### src/rtl/scmi_mbox_responder.sv
// SCMI shared-memory mailbox responder: message words, doorbell and
// completion flags behind a valid/ready request port with a one-cycle response.
module scmi_mbox_responder #(
  parameter int AddrWidth   = 32,
  parameter int DataWidth   = 32,
  parameter int NumMsgWords = 32
) (
  input  logic                 clk_i,
  input  logic                 rst_ni,
  input  logic                 req_valid_i,
  output logic                 req_ready_o,
  input  logic [AddrWidth-1:0] req_addr_i,
  input  logic                 req_write_i,
  input  logic [31:0]          req_wdata_i,
  input  logic [3:0]           req_wstrb_i,
  output logic                 rsp_valid_o,
  input  logic                 rsp_ready_i,
  output logic [31:0]          rsp_rdata_o,
  output logic                 rsp_error_o,
  output logic                 doorbell_irq_o,
  output logic                 completion_irq_o
);

  localparam int IdxW = (NumMsgWords > 1) ? $clog2(NumMsgWords) : 1;

  typedef enum logic {IDLE, RESP} state_e;

  state_e      state_q, state_d;
  logic [31:0] msg_q [NumMsgWords];
  logic        doorbell_q, completion_q;
  logic [31:0] rdata_q;
  logic        error_q;

  logic [11:0]     off;
  logic [IdxW-1:0] idx;
  logic            accept;
  logic            msg_hit, db_hit, cp_hit, st_hit;
  logic            err;
  logic [31:0]     rd_val;
  logic            unused_addr;

  assign off         = req_addr_i[11:0];
  assign idx         = off[IdxW+1:2];
  assign unused_addr = ^req_addr_i[AddrWidth-1:12];

  assign req_ready_o      = (state_q == IDLE);
  assign rsp_valid_o      = (state_q == RESP);
  assign rsp_rdata_o      = rdata_q;
  assign rsp_error_o      = error_q;
  assign doorbell_irq_o   = doorbell_q;
  assign completion_irq_o = completion_q;

  assign accept  = req_valid_i & req_ready_o;
  assign msg_hit = (off[11:2] < 10'(NumMsgWords));
  assign db_hit  = (off == 12'h080);
  assign cp_hit  = (off == 12'h084);
  assign st_hit  = (off == 12'h088);

  // Misaligned, unmapped, or an attempt to write the read-only status word.
  assign err = (off[1:0] != 2'b00)
             | ~(msg_hit | db_hit | cp_hit | st_hit)
             | (st_hit & req_write_i);

  always_comb begin
    rd_val = 32'h0;
    unique case (1'b1)
      msg_hit: rd_val = msg_q[idx];
      db_hit:  rd_val = {31'b0, doorbell_q};
      cp_hit:  rd_val = {31'b0, completion_q};
      st_hit:  rd_val = {30'b0, completion_q, doorbell_q};
      default: rd_val = 32'h0;
    endcase
  end

  always_comb begin
    state_d = state_q;
    unique case (state_q)
      IDLE:    if (req_valid_i) state_d = RESP;
      RESP:    if (rsp_ready_i) state_d = IDLE;
      default: state_d = IDLE;
    endcase
  end

  always_ff @(posedge clk_i or negedge rst_ni) begin
    if (!rst_ni) begin
      state_q      <= IDLE;
      rdata_q      <= 32'h0;
      error_q      <= 1'b0;
      doorbell_q   <= 1'b0;
      completion_q <= 1'b0;
      for (int i = 0; i < NumMsgWords; i++) msg_q[i] <= 32'h0;
    end else begin
      state_q <= state_d;
      if (accept) begin
        error_q <= err;
        rdata_q <= (err | req_write_i) ? 32'h0 : rd_val;
        if (req_write_i && !err) begin
          if (msg_hit) begin
            for (int b = 0; b < 4; b++)
              if (req_wstrb_i[b]) msg_q[idx][8*b +: 8] <= req_wdata_i[8*b +: 8];
          end
          if (db_hit && req_wstrb_i[0]) doorbell_q   <= req_wdata_i[0];
          if (cp_hit && req_wstrb_i[0]) completion_q <= req_wdata_i[0];
        end
      end
    end
  end

endmodule
### config.mk
export PLATFORM = sky130hd
export DESIGN_NAME = scmi_mbox_responder
export DESIGN_NICKNAME = d
export VERILOG_FILES = /design/src/rtl/scmi_mbox_responder.sv
export SDC_FILE = /design/constraint.sdc
export NUM_CORES = 2
export LEC_CHECK = 0
export ABC_CLOCK_PERIOD_IN_PS = 3300
export BUFFER_PORTS_ARGS = -buffer_cell sky130_fd_sc_hd__buf_2
export CAP_MARGIN = 40
export CORE_ASPECT_RATIO = 1.25
export CORE_MARGIN = 10
export CORE_UTILIZATION = 35
export DETAILED_ROUTE_END_ITERATION = 8
export SYNTH_ARGS = -nofsm -noshare
export SYNTH_HDL_FRONTEND = slang
export SYNTH_SLANG_ARGS = --single-unit
### constraint.sdc
create_clock -name clk_i -period 3.3 [get_ports clk_i]
set_input_delay 0.33 -clock clk_i [delete_from_list [all_inputs] [get_ports clk_i]]
set_output_delay 0.33 -clock clk_i [all_outputs]
set_load 0.02 [all_outputs]
* After elaboration in Yosys (flattened, before gate mapping) *
Cells that the tools add are included.

word-level totals
  word-level logic and storage cells = 96
  bits of input ports = 73
  output and inout port bits = 37
  bits in registers = 1060

operators by class
  equal/unequal tests = 3
  magnitude comparators = 3
  bitwise operators = 11
  reductions and logical operators = 9
  multiplexer cells = 33

operators with widths
  operator                                                      count
  two-way mux 1024 bit                                          13
  bitwise mux 1024 bit                                          4
  demux 32 bit (select 5 bit)                                   4
  binary-select mux 32 bit (select 5 bit)                       1
  two-way mux 32 bit                                            4
  one-hot mux 32 bit (4 select lines)                           1
  == test 12 x 8 -> 1 bit (second input constant)               3
  two-way mux 24 bit                                            1
  two-way mux 16 bit                                            1
  less-than comparator 10 x 6 -> 1 bit (second input constant)  1
  AND reduction 3 bit                                           3
  two-way mux 8 bit                                             1
  greater-or-equal comparator 6 bit (second input constant)     1
  less-than comparator 6 x 1 -> 1 bit (second input constant)   1
  NOT 5 -> 6 bit                                                1
  OR 1 bit                                                      6
  logical AND 1 bit                                             4
  bitwise AND 1 bit                                             2
  two-way mux 1 bit                                             2
  NOT 1 bit                                                     2
  one-hot mux 1 bit (2 select lines)                            1
  nonzero test 2 bit                                            1
  zero test 1 bit                                               1

* Logic depth before layout (Yosys ltp) *
  depth after elaboration = 23
  mapped depth = 9
  gate-level depth less buffers = 5

* Worst setup path after synthesis *
No wires, ideal clock.

  path kind = input to register
  start = input port req_addr_i[2]
  end = register rdata_q[30] (netlist: rsp_rdata_o[30])
  data arrival time = 2.204 ns
  path slack = 0.975 ns
  buffers on the path = 4
  data required time = 3.179 ns
  setup time = 0.121 ns
  stages on the path = 9
  path through = clkbuf_1 > buf_2 > clkbuf_1 > clkbuf_1 > mux2i_1 > o22ai_1 > nor4_1 > nand2_1 > a22o_1

on the way
  word-level cells in the longest chain between the ends = 9
  elaborated cells between the ends (all ways) = 18
  those cells by class = order compare (1); eq/ne (3); mux (5); bitwise (9)

RTL lines
  item                                                                             RTL line  text
  start, declared                                                                  12        input logic [AddrWidth-1:0] req_addr_i,
  less-than comparator 10 x 6 -> 1 bit or == test 12 x 8 -> 1 bit (tied branches)  54, 55
  OR 1 bit (3 in a row)                                                            61        | ~(msg_hit | db_hit | cp_hit | st_hit)
  NOT 1 bit                                                                        61
  OR 1 bit                                                                         61
  OR 1 bit                                                                         62        | (st_hit & req_write_i);
  OR 1 bit                                                                         96        rdata_q <= (err | req_write_i) ? 32'h0 : rd_val;
  two-way mux 32 bit (*)                                                           96
  end signal, assigned                                                             96
  end, declared                                                                    31        logic [31:0] rdata_q;

Mark *: on every way between the ends. The rest lies on a longest branch, timed or not. The select of a mux whose other input is x is not followed.
A chain may end at the register's enable or synchronous reset.

* Worst setup path after layout *
  start = register state_q (netlist: rsp_valid_o)
  end = register msg_q[79] in the netlist's numbering

on the way
  word-level cells in the longest chain between the ends = 3

RTL lines
  item                                  RTL line  text
  start, declared                       28        state_e state_q, state_d;
  start signal, assigned                93        state_q <= state_d;
  NOT 1 bit                             -
  bitwise AND 1 bit                     53        assign accept = req_valid_i & req_ready_o;
  AND reduction 3 bit (no source line)  -
  end signal, assigned by index         100       if (req_wstrb_i[b]) msg_q[idx][8*b +: 8] <= req_wdata_i[8*b +: 8];
  end, declared                         29        logic [31:0] msg_q [NumMsgWords];

No other way between the ends.

==> metrics.csv <==
stage,metric,value,unit
global_routing,grt_pass1_wl,207,mm
critical_path,cp-start-kind,flip-flop,
sta,max_freq,374,MHz
power,totalPowerFinal,26.8,mW
clock_network,numCtsBuffers,104,
floorplan,design.die.area,153000,sq um
clock_network,cts_buffer_depth,3,
clock_network,clkLatencyLatePin,710,ps
floorplan,rows,152,
synth,synth_nets,3520,
sta,slew_headroom,0.439,
sta,worst_pin_slew,841,ps
synth,synth.distinct_cells,36,
critical_path,r2r-end,msg_q[79],
sta,period_needed,2670,ps
floorplan,io-pin-count,110,
global_routing,grt_pass1_vias,30500,
placement,portBuffers,89,
sta,rsz0062_at_grt,no,
global_routing,grtUsageMet3,0.0202,
hold_path,min_from,req_valid_i,
synth,ys_warn_count,0,
critical_path,cp-end-kind,flip-flop,
final_layout,area_growth,15.0,%
route,drc,0,
job,cap_violations,0,
clock_network,clock-sinks,1060,
global_routing,grt_util_met1,0.237,
route,drt-initial-drc-count,1861,
synth,ys_seq_area_frac,0.552,
synth,syn_inst,3447,
sta,setup_violations,0,
sta,finalHoldViolations,0,
sta,report.final.slew_viol_count,0,
placement,place_hpwl,92.5,mm
power,vdd_ir_drop_max,354,uV
route,routed_wl,139,mm
critical_path,regToRegStartpoint,rsp_valid_o,
floorplan,coreArea,137000,sq um
route,drtAntennaViolNets,0,
critical_path,rrSetupSlack,630,ps
hold_path,hold_class,in -> reg,
global_routing,antenna_found_initial,6,
sta,fin_worst_skew,23.6,ps
power,power_density,484,nW/um^2
hold_path,hold_end,rsp_valid_o,
critical_path,r2r_cells,6,
floorplan,initial_core_util,0.351,
final_layout,layout-drive-gt1-share,0.443,
synth,ys_ff_latch,1060,
global_routing,met2_usage,0.300,
clock_network,cts_root_buf,clkbuf_16,
critical_path,crit_type,reg -> reg,
outcome,status,completed,
floorplan,die_x,352,um
route,vias_per_cell,5.44,
global_routing,gr-usage-all-layers,0.180,
clock_network,clk_pin_slew,60,ps
synth,synthesis.area,48100,sq um
critical_path,worstPathRequired,3870,ps
floorplan,die_y,434,um
sta,tns,0,ps
clock_network,htree_num_levels,3,
route,first_pass_iters,5,
global_routing,grt_max_degree,140,
hold_path,hold_depth,3,
sta,fin_crit_sh,0.810,
power,p_leak,27.0,nW
critical_path,crit_fanout,32,
route,wire_per_inst,25.5,um
global_routing,gr-total-overflow,0,
placement,routabilityCongestion,0.808,
clock_network,cts_tree,built,
clock_network,post_cts_buffers,0,
final_layout,nets,3666,
global_routing,top_usage_layer,met2,
critical_path,arrival,3250,ps
route,vias,29700,
synth,avgSynthCellArea,13.9,sq um
## cell usage in the layout, fill, tap and decap left out, drive strengths merged, types with 30 or more instances in the layout
| master | synthesis | layout |
|---|---|---|
| dfrtp | 1060 | 1060 |
| a22o | 30 | 30 |
| nor4 | 66 | 66 |
| clkbuf | 202 | 150 |
| mux2i | 512 | 512 |
| mux2 | 1026 | 1026 |
| buf | 46 | 286 |
| nor2 | 119 | 119 |
| nand2 | 66 | 66 |
| o22ai | 256 | 256 |
## metrics by stage
| stage | std cells | instance area, sq um | worst slack (ps) | hold slack (ps) | util |
|---|---|---|---|---|---|
| floorplan | 3447 | 48100 | 975 | 34.4 | - |
| global placement | 5256 | 51700 | 335 | 276 | 0.377 |
| detailed placement | 5256 | 51700 | 351 | 278 | 0.377 |
| CTS | 5450 | 55300 | 609 | 40.1 | 0.404 |
| global route | 5451 | 55300 | 494 | 122 | 0.404 |
| finish | 5451 | 55300 | 629 | 59.4 | 0.404 |
## power breakdown
part           internal (mW)  switching (mW)
clock                   7.28            5.28
combinational          0.290           0.895
sequential              13.0         0.00613
## synth_stat cells, drive strengths merged
cell type	count	share of area
or4b	4	0.00083
o21ai	3	0.00031
mux2	1026	0.24
or4	3	0.00055
a221o	2	0.00042
nor3	3	0.00031
nor2	119	0.015
mux2i	512	0.11
nand2	66	0.0052
and3b	2	0.00036
inv	3	0.00023
buf	46	0.0055
a21oi	2	0.00021
o22ai	256	0.033
a21boi	1	0.00016
nand4	1	0.00013
nand4bb	6	0.0014
nand2b	1	0.00013
nand3	20	0.0050
a22o	30	0.0055
dfrtp	1060	0.55
and3	3	0.00039
nor4	66	0.0089
and2	1	0.00013
nor3b	2	0.00031
nor2b	3	0.00039
nand4b	4	0.00073
clkbuf	202	0.016
## cells by family after synthesis
family	Yosys count	synth area share
and+or+nand+nor	304	0.0401
muxes	1538	0.347
AOI/OAI and AO/OA	294	0.0399
buffers and inverters	251	0.0215
DFF	1060	0.552
## cell type report
type                    instances  area (sq um)
well taps                    1771          2220
diodes                          1          2.50
repair buffers                288          2380
clock inverters                42           567
inverters                       3          11.3
clock buffers                 150          3040
flip-flops and latches       1060         26500
fillers                     12900         81600
multi-input cells            2136         20600
## timing repair
| action | CTS | global route |
|---|---|---|
| endpoints found under the hold margin | 168 | 0 |
| resized for setup | 0 | 0 |
| hold buffers | 2 | 0 |
## per-layer routing
layer	vias up	share of wire
met5	-	0
met4	0	0.039
met3	205	0.039
met2	633	0.49
met1	15800	0.44
li1	13000	-
## flip-flops by register name (all words and copies together), names as in the netlist
| name | flops |
|---|---|
| rsp_valid_o | 1 |
| rsp_rdata_o | 32 |
| msg_q | 1024 |
| completion_irq_o | 1 |
| doorbell_irq_o | 1 |
| rsp_error_o | 1 |
## critical path, stage by stage (launching register included)
cell	delay, ps
dfrtp_1	390
nand2b_2	310
nor4_4	420
nand3_2	110
buf_4	310
nor2_2	560
mux2_2	400
## worst max-delay path by stage
stage / start / cells past startpoint / slack, ps / end
2_1_floorplan: req_addr_i[2] / 9 / 970 / rsp_rdata_o[30]
3_3_place_gp: req_addr_i[2] / 9 / 340 / rsp_rdata_o[12]
3_5_place_dp: req_addr_i[2] / 9 / 350 / rsp_rdata_o[12]
4_1_cts: rsp_valid_o / 6 / 610 / msg_q[434]
5_1_grt: rsp_valid_o / 6 / 490 / msg_q[432]
6_report: rsp_valid_o / 6 / 630 / msg_q[79]
No activity file was read; power rests on OpenSTA's default activity.
